===== config.mk =====
export PLATFORM = sky130hd
export DESIGN_NAME = alu
export DESIGN_NICKNAME = d
export VERILOG_FILES = /design/src/rtl/alu.sv
export SDC_FILE = /design/constraint.sdc
export NUM_CORES = 1
export LEC_CHECK = 0
export CORE_MARGIN = 5
export CORE_UTILIZATION = 23
export DETAILED_ROUTE_END_ITERATION = 12
export GPL_ROUTABILITY_DRIVEN = 0
export PLACE_DENSITY = 0.38
export SETUP_SLACK_MARGIN = 0.4
export SLEW_MARGIN = 15
export SYNTH_ARGS = -nofsm -noshare
export SYNTH_HDL_FRONTEND = slang
export SYNTH_SLANG_ARGS = --single-unit

===== constraint.sdc =====
create_clock -name clk -period 2.7 [get_ports clk]
set_input_delay 0.27 -clock clk [delete_from_list [all_inputs] [get_ports clk]]
set_output_delay 0.27 -clock clk [all_outputs]
set_load 0.005 [all_outputs]

===== src/rtl/alu.sv =====
// Purpose: 16-bit ALU (add/sub with signed overflow, and/or/not, negate,
//          1-bit shifts) plus registered result/flag and sticky overflow.
// Latency: C/OverflowFlag are combinational (0 cycles); C_q, OverflowFlag_q
//          and OverflowSticky update on the next rising clk. No backpressure.
//
// Ports:
//   clk, reset_n         clock, asynchronous active-low reset
//   A, B                 operands (B used by ADD/SUB/AND/ORR only)
//   FuncCode             000 ADD, 001 SUB, 010 AND, 011 ORR,
//                        100 NOT, 101 TCP, 110 SHL, 111 SHR
//   C, OverflowFlag      combinational result and signed overflow
//   C_q, OverflowFlag_q  registered copies of C and OverflowFlag
//   OverflowSticky       set on any clk edge where OverflowFlag=1
module alu #(
  parameter int NumBits = 16
) (
  input  logic               clk,
  input  logic               reset_n,
  input  logic [NumBits-1:0] A,
  input  logic [NumBits-1:0] B,
  input  logic [2:0]         FuncCode,
  output logic [NumBits-1:0] C,
  output logic               OverflowFlag,
  output logic [NumBits-1:0] C_q,
  output logic               OverflowFlag_q,
  output logic               OverflowSticky
);

  localparam int Msb = NumBits - 1;

  // Unsigned carry/borrow out of the top bit is intentionally dropped.
  logic [NumBits-1:0] sum_dat;
  logic [NumBits-1:0] diff_dat;
  logic               sticky_d;

  assign sum_dat  = A + B;
  assign diff_dat = A - B;

  always_comb begin
    // Zero default also covers an unknown FuncCode in simulation.
    C            = '0;
    OverflowFlag = 1'b0;
    case (FuncCode)
      3'b000: begin
        C            = sum_dat;
        // Operands share a sign but the result does not.
        OverflowFlag = (A[Msb] == B[Msb]) && (sum_dat[Msb] != A[Msb]);
      end
      3'b001: begin
        C            = diff_dat;
        // Operands differ in sign and the result took the subtrahend's sign.
        OverflowFlag = (A[Msb] != B[Msb]) && (diff_dat[Msb] != A[Msb]);
      end
      3'b010:  C = A & B;
      3'b011:  C = A | B;
      3'b100:  C = ~A;
      // Negating the most negative value wraps to itself; no flag raised.
      3'b101:  C = -A;
      3'b110:  C = {A[Msb-1:0], 1'b0};
      3'b111:  C = {A[Msb], A[Msb:1]};
      default: begin
        C            = '0;
        OverflowFlag = 1'b0;
      end
    endcase
  end

  assign sticky_d = OverflowSticky | OverflowFlag;

  always_ff @(posedge clk or negedge reset_n) begin
    if (!reset_n) begin
      C_q            <= '0;
      OverflowFlag_q <= 1'b0;
      OverflowSticky <= 1'b0;
    end else begin
      C_q            <= C;
      OverflowFlag_q <= OverflowFlag;
      OverflowSticky <= sticky_d;
    end
  end

endmodule


# Yosys cells after proc, flatten, opt, wreduce, memory -nomap -nowiden
# Cells that the tools add are included.
# op_classes
addsub,3
eq_ne,11
mux,2
bitwise,4
n_reduce_logical,3
# ops
cell,count
16-bit case mux with 8 select lines,1
16-bit adder,1
16-bit bitwise AND,1
16-bit negation,1
16-bit NOT,1
16-bit OR,1
16-bit subtractor,1
3-bit equality test (second input constant),4
3-bit by 2-bit equality test with 1-bit output (second input constant),2
3-bit by 1-bit equality test with 1-bit output (second input constant),1
3-bit zero test,1
1-bit inequality test,3
1-bit logical AND,2
1-bit case mux with 2 select lines,1
1-bit equality test,1
1-bit OR,1
# totals
regBits,18
output_inout_bits,35
wordCells,26

# Longest topological paths before layout
# Gate-level depths: netlist of the first run.
# logic_depth
depth_word,5
mapped_depth,11
ltp_nobuf,11

# Worst setup path before layout of the first run
# Ideal clock, no wire load.
# synth_timing
kind,input to output
startpoint,in A[2]
endpoint,out C[10]
arrival_ns,2.251
t_required_ns,2.430
setup_slack_ns,0.179
cell_stages,9
path_buffers,1
cell_sequence,buf_6 -> inv_1 -> ha_1 -> nand2b_1 -> a221oi_2 -> o31ai_1 -> a22o_1 -> a221o_1 -> a221o_1
# synth_between
elab_chain_cells,2
# synth_lines
element,line,rtl
"start, declared",19,"input logic [NumBits-1:0] A,"
16-bit negation (tied with other cells),58,3'b101: C = -A;
16-bit case mux with 8 select lines *,43,case (FuncCode)
"end, declared",22,"output logic [NumBits-1:0] C,"
# Every way passes the cells marked *; elsewhere a longest branch is shown, timed or not.

# Worst setup path after layout of the first run
# layout_timing
startpoint,in B[0]
endpoint,out C[12]
# layout_between
elab_chain_cells,2
# layout_lines
element,line,rtl
"start, declared",20,"input logic [NumBits-1:0] B,"
16-bit subtractor / 16-bit adder (equally long branches),"37, 36",
16-bit case mux with 8 select lines *,43,
# Marks and branches as above.

==> results.json, run 1 <==
{
  "firstDrtPassIters": 5,
  "fin_crit_sh_pct": 102.3,
  "die_width_um": 134.6,
  "intPower_mw": 1.268,
  "cts.hold.buffers_added": 0,
  "cp_top_family": "compound AO/OA/AOI/OAI gates",
  "synthCells": 467,
  "ant_nets": 0,
  "cts.sinks": 18,
  "layout_commonest_cell": "buf_4",
  "io_pins": 72,
  "p_per_area_nw_per_um2": 302.2,
  "crit_fanout": 3,
  "die_y_um": 134.6,
  "cts_tree": "yes",
  "clock_latency_ps": 260,
  "fp.coreArea_um2": 15200,
  "ir_worst_vdd_mv": 0.2499,
  "start_util_pct": 23.49,
  "synth_area_um2": 3571,
  "area_delta_synth_final_pct": 93.10,
  "drt_iter0_drc": 371,
  "post_drt_wl_per_cell_um": 18.78,
  "tightest_slew_ps": 425.4,
  "finalSetupViolations": 6,
  "p_total_mw": 2.084,
  "power_frac_clock_pct": 17.8,
  "rsz0062_at_grt": "true",
  "cts_buffer_depth": 2,
  "relSlewSlack_pct": 71.64,
  "diodes": 0,
  "violations": "setup timing",
  "wl_um": 17030,
  "syn_area_per_cell_um2": 7.647,
  "num_rows": 45,
  "grt_antenna_before_repair": 0,
  "pwr-share-comb_pct": 66.9,
  "clk_pin_slew_worst_paths_ps": 70,
  "drc": 0,
  "period_minus_slack_ps": 2763,
  "post-place-ws_ps": -958.0,
  "min_path_type": "primary input to asynchronous set/reset pin",
  "p_sw_mw": 0.8157,
  "reg2reg_from": "OverflowSticky$_DFF_PN0_",
  "ys_seq_area_share_pct": 12.61,
  "synth_edf_count": 0,
  "grt_usage_pct": 18.42,
  "cts-root-buf": "clkbuf_16",
  "path_buf_inv": 5,
  "r2r_cells": 2,
  "endpoint_kind": "output port",
  "crit_path_max_incr_delay_ps": 310,
  "drive_above_1_share_pct": 55.08,
  "hpwl_um": 12920,
  "cts_inserted_buffers": 3,
  "synth-seq-cells": 18,
  "grt_pass1_wl_um": 26270,
  "cts-htree-levels": 1,
  "final_cell_mix": "buf_4 (173), buf_6 (39), nor2_1 (33), nand2_1 (30), clkdlybuf4s50_1 (28)",
  "netlist-cell-type-count": 67,
  "grt.overflow.total": 0,
  "synth_ff_type": "dfrtp_1",
  "fin_ws_ps": -62.96,
  "fmax_mhz": 361.9,
  "cp_slowest_cell": "a221oi_4",
  "regToRegSetupSlack_ps": 1980,
  "slew_viol_final": 0,
  "path_class": "primary input to output port",
  "vias": 4648,
  "synth_nets": 554,
  "critPathLaunchType": "primary input",
  "dieArea_um2": 18120,
  "leakage_nw": 3.069,
  "yosysWarnings": 0,
  "status": "finished, violations left",
  "viasPerCell": 5.125,
  "finClkSkew_ps": 0,
  "maxCapViolCount": 0,
  "hold_viol_final": 0,
  "seq_power_share_pct": 15.3,
  "grt_pass1_vias": 4651,
  "grt_max_degree": 19,
  "port_buffers": 71,
  "p_sw_share_pct": 39.15,
  "crit_required_ps": 2430,
  "async_flop_share_pct": 100.0,
  "path_cells": "buf_8, buf_6, ha_4, inv_2, fa_2, nand2b_4, a221oi_4, o31ai_2, a22o_1, buf_6, a221oi_4, o221ai_1, a21o_1, buf_2",
  "crit_arrival_ps": 2490,
  "fin_nets": 807,
  "critical_path.reg2reg.endpoint": "OverflowSticky$_DFF_PN0_"
}
## area by class of cell
cell class,count,area (µm²)
Fill cell,1524,8307
Sequential cell,18,450.4
Multi-Input combinational cell,367,3547
Tap cell,188,235.2
Inverter,53,219.0
Clock buffer,4,88.84
Timing Repair Buffer,277,2355
## per-stage QoR
step	utilization (%)	std cells	TNS (ps)	hold WS (ps)	cell area [µm²]
6_report	45.36	907	-183.1	355.1	6895
5_1_grt	45.36	907	-702.1	403.9	6895
4_1_cts	44.61	903	-201.1	371.1	6782
3_5_place_dp	37.09	864	-13370	583.6	5638
3_3_place_gp	37.09	864	-12610	580.3	5638
2_1_floorplan	-	467	0	-25.59	3667
## registers in the layout, indices dropped and copies added, names as in the netlist
| register | count |
|---|---|
| OverflowSticky | 1 |
| OverflowFlag_q | 1 |
| C_q | 16 |
## power by group through the flow
| stage | sequential, mW | clock, mW | combinational [mW] |
|---|---|---|---|
| final | 0.319 | 0.371 | 1.39 |
| after global routing | 0.323 | 0.386 | 1.49 |
| after CTS | 0.319 | 0.383 | 1.35 |
| after detailed placement | 0.324 | 0 | 1.10 |
| after global placement | 0.324 | 0 | 1.10 |
| after floorplan | 0.330 | 0 | 0.487 |
## worst max path at each step
| stage | to | slack (ps) | startpoint | cells after the start |
|---|---|---|---|---|
| after global routing | OverflowFlag | -130 | A[14] | 10 |
| after floorplan | OverflowFlag | 340 | A[2] | 10 |
| final | C[12] | -60 | B[0] | 14 |
| after global placement | C[8] | -920 | A[0] | 14 |
| after detailed placement | C[8] | -960 | A[0] | 14 |
| after CTS | C[12] | -70 | B[0] | 14 |
## synthesized netlist by cell type (2+ instances only)
master     instances  area share [%]
a222oi_1           2            0.56
nor3b_1            3            0.63
a22oi_1            9             1.9
nand3_1           11             1.5
buf_6              2            0.63
o21a_1             4            0.84
a32o_1             2            0.56
nor2b_1            5            0.88
o31ai_1            6             1.3
a221oi_2           2            0.84
nor4_1             3            0.53
nor3_1             8             1.1
o21ba_2            2            0.56
nand4_1            4            0.70
inv_1             53             5.6
a21oi_1           35             4.9
buf_2              4            0.56
dfrtp_1           18              13
a31oi_1            4            0.70
o221a_2            3            0.95
nand2_1           33             3.5
a21o_1             9             1.9
o221ai_1           8             2.0
nor2_1            38             4.0
o22ai_1           13             2.3
o2bb2ai_1          2            0.49
buf_1              3            0.32
a21o_2             2            0.49
a221oi_1           8             2.0
o21ai_0           34             4.8
fa_1               2             1.1
nand2b_1           4            0.70
a211oi_1           6             1.3
or3_1              2            0.35
mux2i_1           10             2.8
a21oi_2            2            0.49
xnor2_1           11             2.7
clkbuf_1          12             1.3
a22o_1             3            0.74
clkbuf_8           8             3.1
ha_1              48              17
a221o_1            4             1.1
## what timing repair did
| item | CTS | global route |
|---|---|---|
| gates resized for setup | 332 | 28 |
| buffers inserted | 35 | 4 |
| pin swaps | 72 | 24 |
| endpoints found under the setup margin | 29 | 17 |
## cell families (layout without fill, tap and decap cells)
group                    count (synthesis)  count (layout)  share of synthesized area, %
AO/OA/AOI/OAI                          174             174                         34.27
XOR/XNOR                                12              12                         2.943
adder cells (fa/ha/maj)                 50              50                         17.94
buffers and inverters                   82             334                         11.42
flip-flops                              18              18                         12.61
multiplexers                            13              13                         4.485
AND/OR/NAND/NOR                        118             118                         16.33
## layer usage
metal	routed length (µm)	GRT usage (%)
met1	7770	25.42
met5	0	0
met2	8153	30.73
met3	880	1.937
met4	229	4.808
(Power assumes the default switching activity.)
==> run 2, diff against run 1 <==
Settings changed: CAP_MARGIN from default to 20.
==> results of run 2 <==
Final layout, timing and power as in run 1 (identical DEF).
